`config.mk`:
```
export PLATFORM = sky130hd
export DESIGN_NAME = ref_row_streamer_flat
export DESIGN_NICKNAME = d
export VERILOG_FILES = /design/src/rtl/ref_row_streamer_if.sv /design/src/rtl/ref_row_streamer.sv /design/src/flat_wrapper.sv
export SDC_FILE = /design/constraint.sdc
export NUM_CORES = 1
export LEC_CHECK = 0
export ABC_AREA = 1
export BUFFER_PORTS_ARGS = -buffer_cell sky130_fd_sc_hd__buf_2
export CORE_ASPECT_RATIO = 0.6
export CORE_MARGIN = 5
export CORE_UTILIZATION = 40
export DETAILED_ROUTE_END_ITERATION = 10
export SYNTH_ARGS = -nofsm -noshare
export SYNTH_HDL_FRONTEND = slang
export SYNTH_SLANG_ARGS = --single-unit
```
`constraint.sdc`:
```
create_clock -name clk -period 2.4 [get_ports clk]
set_clock_uncertainty 0.15 [all_clocks]
set_input_delay 0.6 -clock clk [delete_from_list [all_inputs] [get_ports clk]]
set_output_delay 0.6 -clock clk [all_outputs]
set_load 0.05 [all_outputs]
```
`src/rtl/ref_row_streamer_if.sv`:
```
// Row stream between the reference fetcher and the interpolation datapath.
// master drives row_data/row_valid/row_idx/last_row, slave returns row_ready.
interface ref_row_streamer_if #(
    parameter int unsigned PIXEL_W = 8,
    parameter int unsigned ROW_PIX = 15,
    parameter int unsigned ROWS_W  = 5
);
    logic [ROW_PIX*PIXEL_W-1:0] row_data;
    logic                       row_valid;
    logic                       row_ready;
    logic [ROWS_W-1:0]          row_idx;
    logic                       last_row;

    modport master (
        output row_data,
        output row_valid,
        output row_idx,
        output last_row,
        input  row_ready
    );

    modport slave (
        input  row_data,
        input  row_valid,
        input  row_idx,
        input  last_row,
        output row_ready
    );
endinterface

```
`src/rtl/ref_row_streamer.sv`:
```
// Reference row streamer: fetches three 64-bit words per row from frame
// memory, cuts a 15-pixel window at x_off and presents it on a valid/ready
// row stream, one row per fetch, num_rows rows per block.
// Ports:
//   clk, rst            clock, asynchronous active-low reset
//   start, abort        block start pulse / synchronous cancel
//   base_addr, stride   word address of row 0 and row-to-row word step
//   x_off, num_rows     window pixel offset in word 0, rows per block
//   mem_rd, mem_addr    read strobe and word address
//   mem_rdata           read data, valid one cycle after mem_rd
//   row                 row stream (master side)
//   busy, done          block in progress / one-cycle completion pulse
module ref_row_streamer #(
    parameter int unsigned PIXEL_W = 8,
    parameter int unsigned ROW_PIX = 15,
    parameter int unsigned ADDR_W  = 16,
    parameter int unsigned ROWS_W  = 5
) (
    input  logic              clk,
    input  logic              rst,
    input  logic              start,
    input  logic              abort,
    input  logic [ADDR_W-1:0] base_addr,
    input  logic [ADDR_W-1:0] stride,
    input  logic [2:0]        x_off,
    input  logic [ROWS_W-1:0] num_rows,
    output logic              mem_rd,
    output logic [ADDR_W-1:0] mem_addr,
    input  logic [63:0]       mem_rdata,
    output logic              busy,
    output logic              done,
    ref_row_streamer_if.master row
);
    localparam int unsigned WORD_W = 64;
    localparam int unsigned ROW_W  = ROW_PIX * PIXEL_W;
    localparam int unsigned SH_W   = 8;

    typedef enum logic [2:0] {
        S_IDLE,
        S_FETCH,
        S_WAIT,
        S_PRESENT,
        S_DONE
    } state_e;

    state_e            state_q, state_d;
    logic [1:0]        fcnt_q, fcnt_d;
    logic [ADDR_W-1:0] row_base_q, row_base_d;
    logic [ADDR_W-1:0] stride_q, stride_d;
    logic [ADDR_W-1:0] mem_addr_q, mem_addr_d;
    logic [2:0]        x_off_q, x_off_d;
    logic [ROWS_W-1:0] num_rows_q, num_rows_d;
    logic [ROWS_W-1:0] row_idx_q, row_idx_d;
    logic [WORD_W-1:0] w0_q, w0_d;
    logic [WORD_W-1:0] w1_q, w1_d;
    logic [ROW_W-1:0]  row_data_q, row_data_d;
    logic              mem_rd_q, mem_rd_d;
    logic              row_valid_q, row_valid_d;
    logic              last_row_q, last_row_d;
    logic              busy_q, busy_d;
    logic              done_q, done_d;

    logic [SH_W-1:0]   shift_c;
    logic [ROW_W-1:0]  window_c;

    // Third word arrives in the WAIT cycle, so it is taken straight from the bus.
    assign shift_c  = SH_W'(PIXEL_W) * SH_W'(x_off_q);
    assign window_c = ROW_W'({mem_rdata, w1_q, w0_q} >> shift_c);

    // State and output registers.
    always_ff @(posedge clk or negedge rst) begin
        if (!rst) begin
            state_q     <= S_IDLE;
            fcnt_q      <= '0;
            row_base_q  <= '0;
            stride_q    <= '0;
            mem_addr_q  <= '0;
            x_off_q     <= '0;
            num_rows_q  <= '0;
            row_idx_q   <= '0;
            w0_q        <= '0;
            w1_q        <= '0;
            row_data_q  <= '0;
            mem_rd_q    <= 1'b0;
            row_valid_q <= 1'b0;
            last_row_q  <= 1'b0;
            busy_q      <= 1'b0;
            done_q      <= 1'b0;
        end else begin
            state_q     <= state_d;
            fcnt_q      <= fcnt_d;
            row_base_q  <= row_base_d;
            stride_q    <= stride_d;
            mem_addr_q  <= mem_addr_d;
            x_off_q     <= x_off_d;
            num_rows_q  <= num_rows_d;
            row_idx_q   <= row_idx_d;
            w0_q        <= w0_d;
            w1_q        <= w1_d;
            row_data_q  <= row_data_d;
            mem_rd_q    <= mem_rd_d;
            row_valid_q <= row_valid_d;
            last_row_q  <= last_row_d;
            busy_q      <= busy_d;
            done_q      <= done_d;
        end
    end

    // Next-state and next-output logic.
    always_comb begin
        state_d     = state_q;
        fcnt_d      = fcnt_q;
        row_base_d  = row_base_q;
        stride_d    = stride_q;
        mem_addr_d  = mem_addr_q;
        x_off_d     = x_off_q;
        num_rows_d  = num_rows_q;
        row_idx_d   = row_idx_q;
        w0_d        = w0_q;
        w1_d        = w1_q;
        row_data_d  = row_data_q;
        mem_rd_d    = 1'b0;
        row_valid_d = row_valid_q;
        last_row_d  = last_row_q;
        busy_d      = busy_q;
        done_d      = 1'b0;

        case (state_q)
            S_IDLE: begin
                if (start && !abort) begin
                    stride_d   = stride;
                    x_off_d    = x_off;
                    num_rows_d = num_rows;
                    row_base_d = base_addr;
                    row_idx_d  = '0;
                    last_row_d = 1'b0;
                    busy_d     = 1'b1;
                    if (num_rows == '0) begin
                        state_d = S_DONE;
                    end else begin
                        state_d    = S_FETCH;
                        fcnt_d     = '0;
                        mem_rd_d   = 1'b1;
                        mem_addr_d = base_addr;
                    end
                end
            end

            // fcnt counts the read being issued; data for read k lands at fcnt k+1.
            S_FETCH: begin
                if (fcnt_q == 2'd1) begin
                    w0_d = mem_rdata;
                end
                if (fcnt_q == 2'd2) begin
                    w1_d    = mem_rdata;
                    state_d = S_WAIT;
                end else begin
                    mem_rd_d   = 1'b1;
                    mem_addr_d = row_base_q + ADDR_W'(fcnt_q) + ADDR_W'(1);
                    fcnt_d     = fcnt_q + 2'd1;
                end
            end

            S_WAIT: begin
                row_data_d  = window_c;
                row_valid_d = 1'b1;
                last_row_d  = (row_idx_q == num_rows_q - ROWS_W'(1));
                state_d     = S_PRESENT;
            end

            S_PRESENT: begin
                if (row.row_ready) begin
                    row_valid_d = 1'b0;
                    last_row_d  = 1'b0;
                    if (last_row_q) begin
                        state_d = S_DONE;
                        done_d  = 1'b1;
                        busy_d  = 1'b0;
                    end else begin
                        row_idx_d  = row_idx_q + ROWS_W'(1);
                        row_base_d = row_base_q + stride_q;
                        mem_addr_d = row_base_q + stride_q;
                        mem_rd_d   = 1'b1;
                        fcnt_d     = '0;
                        state_d    = S_FETCH;
                    end
                end
            end

            // Reached with busy still high only for an empty block; the
            // pulse for a normal block was already raised on the last transfer.
            S_DONE: begin
                state_d = S_IDLE;
                if (busy_q) begin
                    done_d = 1'b1;
                    busy_d = 1'b0;
                end
            end

            default: state_d = S_IDLE;
        endcase

        // Abort overrides everything, including a same-cycle row transfer.
        if (abort && (state_q != S_IDLE)) begin
            state_d     = S_IDLE;
            mem_rd_d    = 1'b0;
            row_valid_d = 1'b0;
            last_row_d  = 1'b0;
            busy_d      = 1'b0;
            done_d      = 1'b0;
        end
    end

    assign mem_rd        = mem_rd_q;
    assign mem_addr      = mem_addr_q;
    assign busy          = busy_q;
    assign done          = done_q;
    assign row.row_data  = row_data_q;
    assign row.row_valid = row_valid_q;
    assign row.row_idx   = row_idx_q;
    assign row.last_row  = last_row_q;
endmodule
```
`src/flat_wrapper.sv`:
```
// flat-port wrapper written by rule: the top's interface ports become plain ports
module ref_row_streamer_flat 
#(
    parameter int unsigned PIXEL_W = 8,
    parameter int unsigned ROW_PIX = 15,
    parameter int unsigned ADDR_W  = 16,
    parameter int unsigned ROWS_W  = 5
)
  (clk, rst, start, abort, base_addr, stride, x_off, num_rows, mem_rd, mem_addr, mem_rdata, busy, done, row_row_data, row_row_valid, row_row_idx, row_last_row, row_row_ready);
  ref_row_streamer_if #(.PIXEL_W(PIXEL_W), .ROW_PIX(ROW_PIX), .ROWS_W(ROWS_W)) row_i ();
  input  logic clk;
  input  logic rst;
  input  logic start;
  input  logic abort;
  input  logic [ADDR_W-1:0] base_addr;
  input  logic [ADDR_W-1:0] stride;
  input  logic [2:0] x_off;
  input  logic [ROWS_W-1:0] num_rows;
  output logic mem_rd;
  output logic [ADDR_W-1:0] mem_addr;
  input  logic [63:0] mem_rdata;
  output logic busy;
  output logic done;
  output wire logic [$bits(row_i.row_data)-1:0] row_row_data;
  output wire logic [$bits(row_i.row_valid)-1:0] row_row_valid;
  output wire logic [$bits(row_i.row_idx)-1:0] row_row_idx;
  output wire logic [$bits(row_i.last_row)-1:0] row_last_row;
  input wire logic [$bits(row_i.row_ready)-1:0] row_row_ready;
  assign row_row_data = row_i.row_data;
  assign row_row_valid = row_i.row_valid;
  assign row_row_idx = row_i.row_idx;
  assign row_last_row = row_i.last_row;
  assign row_i.row_ready = row_row_ready;
  ref_row_streamer #(.PIXEL_W(PIXEL_W), .ROW_PIX(ROW_PIX), .ADDR_W(ADDR_W), .ROWS_W(ROWS_W)) u_core (.clk(clk), .rst(rst), .start(start), .abort(abort), .base_addr(base_addr), .stride(stride), .x_off(x_off), .num_rows(num_rows), .mem_rd(mem_rd), .mem_addr(mem_addr), .mem_rdata(mem_rdata), .busy(busy), .done(done), .row(row_i));
endmodule
```
==> results.toml <==
[status]
status = "completed"

[placement]
dpl-instance-area_um2 = 20770
place_ws_ps = 85.65
gp_congestion = 1.037
dp.cells = 3325
place_hpwl_um = 64250
io_buffers = 254

[critical_path]
worstPathMaxFanout = 59
ff2ff_setup_slack_ps = 70
endpoint_kind = "flip-flop"
startpoint_type = "flip-flop"
crit_type = "reg2reg"
r2r_end = "u_core.row.row_data[19]$_DFFE_PN0N_"
r2r-start = "u_core.x_off_q[2]$_DFFE_PN0P_"
crit_arrival_ps = 2590
reg2regPathDepth = 6
cp_data_required_time_ps = 2650

[routing]
wl_per_cell_um = 24.06
drtAntennaViolNets = 0
drc = 0
vias = 19212
routed_wl_um = 81500
first_iter_violations = 2764
post_drt_via_cell_ratio = 5.672
drt_first_pass_iters = 6

[synthesis]
post-synth-top-area-cell = "dfrtp_1"
synthCells = 2514
syn_area_um2 = 18090
ys_warn_count = 0
seq_area_frac_synth = 0.4412
synth.distinct_cells = 39
ys_seq_elements = 319
syn_nets = 2646
avgSynthCellArea_um2 = 7.197
netlist_top_cells_area = "dfrtp_1 44%, nand2_1 17%, o21ai_0 12%"
netlist.area_leader.share = 0.4412

[grt]
grt_max_degree = 86
grt_pass1_wl_um = 120500
grt_overflow_total = 0
grt_pass1_vias = 17648
grtUsageTotal = 0.3206
antenna_found_initial = 10

[cts]
cts_root_buf = "clkbuf_16"
cts.sinks = 319
post_cts_buffers = 0
clk_path_buf_depth = 3
cts_buffers = 35
htreeDepth = 2
cts_tree = "done"
clk_pin_slew_ps = 60
clkLatencyLatePin_ps = 540

[floorplan]
coreArea_um2 = 44740
fp.dieW_um = 284.6
fp-row-count = 60
die_h_um = 174.7
dieArea_um2 = 49730
start_util = 0.4044
io_pins = 255

[timing]
hold_violations = 0
drv_slew = 0
period_minus_slack_ps = 2332
tns_ps = 0
hold_ws_ps = 133.2
setup_viol = 0
post-route-period-util = 0.9719
max_freq_mhz = 428.7
slew_headroom = 0.3089
worst_slack_ps = 67.52
tightest_slew_ps = 1026
rsz0062_at_grt = "false"

[finish]
syn2layout_area_growth_pct = 21.11
fin_util = 0.4897
num_antenna_cells = 0
final_nets = 2906
final_area_um2 = 21910
layout-drive-gt1-share = 0.1687
finalNonFillerCells = 3387

[pwr]
vdd_drop_max_v = 0.0007605
p_total_mw = 39.82
p_leak_nw = 11.05
power_density_nw_per_um2 = 1817

[min_path]
min_path_cells = 3
hold_path.class = "in2reg"
hp-start = "stride[7]"
min_to = "u_core.stride_q[7]$_DFFE_PN0P_"

[flow_run]
maxCapViolations = 0
sequential cells by signal (all words and copies together) (netlist names):
signal,cells
u_core.mem_rd,1
u_core.row.row_data,120
u_core.state_q,3
u_core.row_base_q,16
u_core.num_rows_q,5
u_core.busy,1
u_core.done,1
u_core.stride_q,16
u_core.x_off_q,3
u_core.w0_q,64
u_core.fcnt_q,2
u_core.row.row_idx,5
u_core.row.last_row,1
u_core.w1_q,64
u_core.mem_addr,16
u_core.row.row_valid,1
Yosys cell counts (all sizes together):
cell	n
nand2	818
o21ai	433
dfrtp	319
inv	187
nand3	173
nor2	138
a21oi	104
clkbuf	90
buf	72
o22a	40
ha	21
o211ai	18
a31oi	16
mux2i	16
o21bai	12
o22ai	12
or2	8
nor3	6
xnor2	6
a22o	5
nand4	5
xor2	4
a221oi	3
and2	2
fa	2
a211oi	1
nand3b	1
o221ai	1
o31ai	1
critical path, cell delays in order, from the launching register on:
cell and delay [ps]:
dfrtp_4 570, clkinv_2 110, buf_12 250, o21ai_0 180
o21ai_0 610, buf_4 220, o21ai_0 60
worst max-delay path by stage:
stage                                   from                                   to  slack, ps
2_1_floorplan   u_core.fcnt_q[0]$_DFFE_PN0P_       u_core.mem_addr[6]$_DFFE_PN0P_        550
3_3_place_gp   u_core.x_off_q[0]$_DFFE_PN0P_  u_core.row.row_data[16]$_DFFE_PN0N_         60
3_5_place_dp   u_core.x_off_q[0]$_DFFE_PN0P_  u_core.row.row_data[16]$_DFFE_PN0N_         90
4_1_cts        u_core.x_off_q[0]$_DFFE_PN0P_  u_core.row.row_data[16]$_DFFE_PN0N_         70
5_1_grt        u_core.x_off_q[0]$_DFFE_PN0P_  u_core.row.row_data[16]$_DFFE_PN0N_        0.3
6_report       u_core.x_off_q[2]$_DFFE_PN0P_  u_core.row.row_data[19]$_DFFE_PN0N_         70
where the power goes:
part | internal [mW] | switching, mW | leakage, nW
sequential | 8.05 | 2.99 | 3.79
combinational | 6.89 | 16.4 | 6.70
clock | 3.08 | 2.35 | 0.558
routing by layer:
layer	global-route usage	vias up	routed length [um]
met5	0	-	13
met4	0.04095	2	1090
met3	0.1257	88	11740
met2	0.4028	1065	29880
met1	0.5176	9252	38780
li1	-	8805	-
placed cells by master (no fill, tap or decap), drive strengths merged, types with 12 or more instances in the layout:
| cell | synthesis | final |
|---|---|---|
| a21oi | 104 | 104 |
| a31oi | 16 | 16 |
| buf | 72 | 384 |
| clkbuf | 90 | 49 |
| dfrtp | 319 | 319 |
| ha | 21 | 21 |
| inv | 187 | 187 |
| mux2i | 16 | 16 |
| nand2 | 818 | 818 |
| nand3 | 173 | 173 |
| nor2 | 138 | 138 |
| o211ai | 18 | 18 |
| o21ai | 433 | 433 |
| o21bai | 12 | 12 |
| o22a | 40 | 40 |
| o22ai | 12 | 12 |
cell families (layout without fill, tap and decap cells):
family,Yosys count,after routing,synth area share
fa+ha+maj,23,23,0.01673
compound gates,646,646,0.1952
mux,16,16,0.008851
flops,319,319,0.4412
xor+xnor,10,10,0.004840
buf+inv,349,633,0.07766
simple gates,1151,1151,0.2555
cell type report:
class                      count  area, um^2
clock buffer                  49        1018
clock inverter                12       101.3
fill                        4533       22830
inverter                     187       709.4
multi-input combinational   1846        8735
sequential                   319        7994
tap                          589       737.0
timing repair buffer         385        2618
what timing repair did:
action | CTS | global route
setup endpoints to repair | 0 | 6
resized for setup | 0 | 5
hold endpoints to repair | 24 | 0
hold buffers | 1 | 0
No activity file was read; power rests on OpenSTA's default activity.
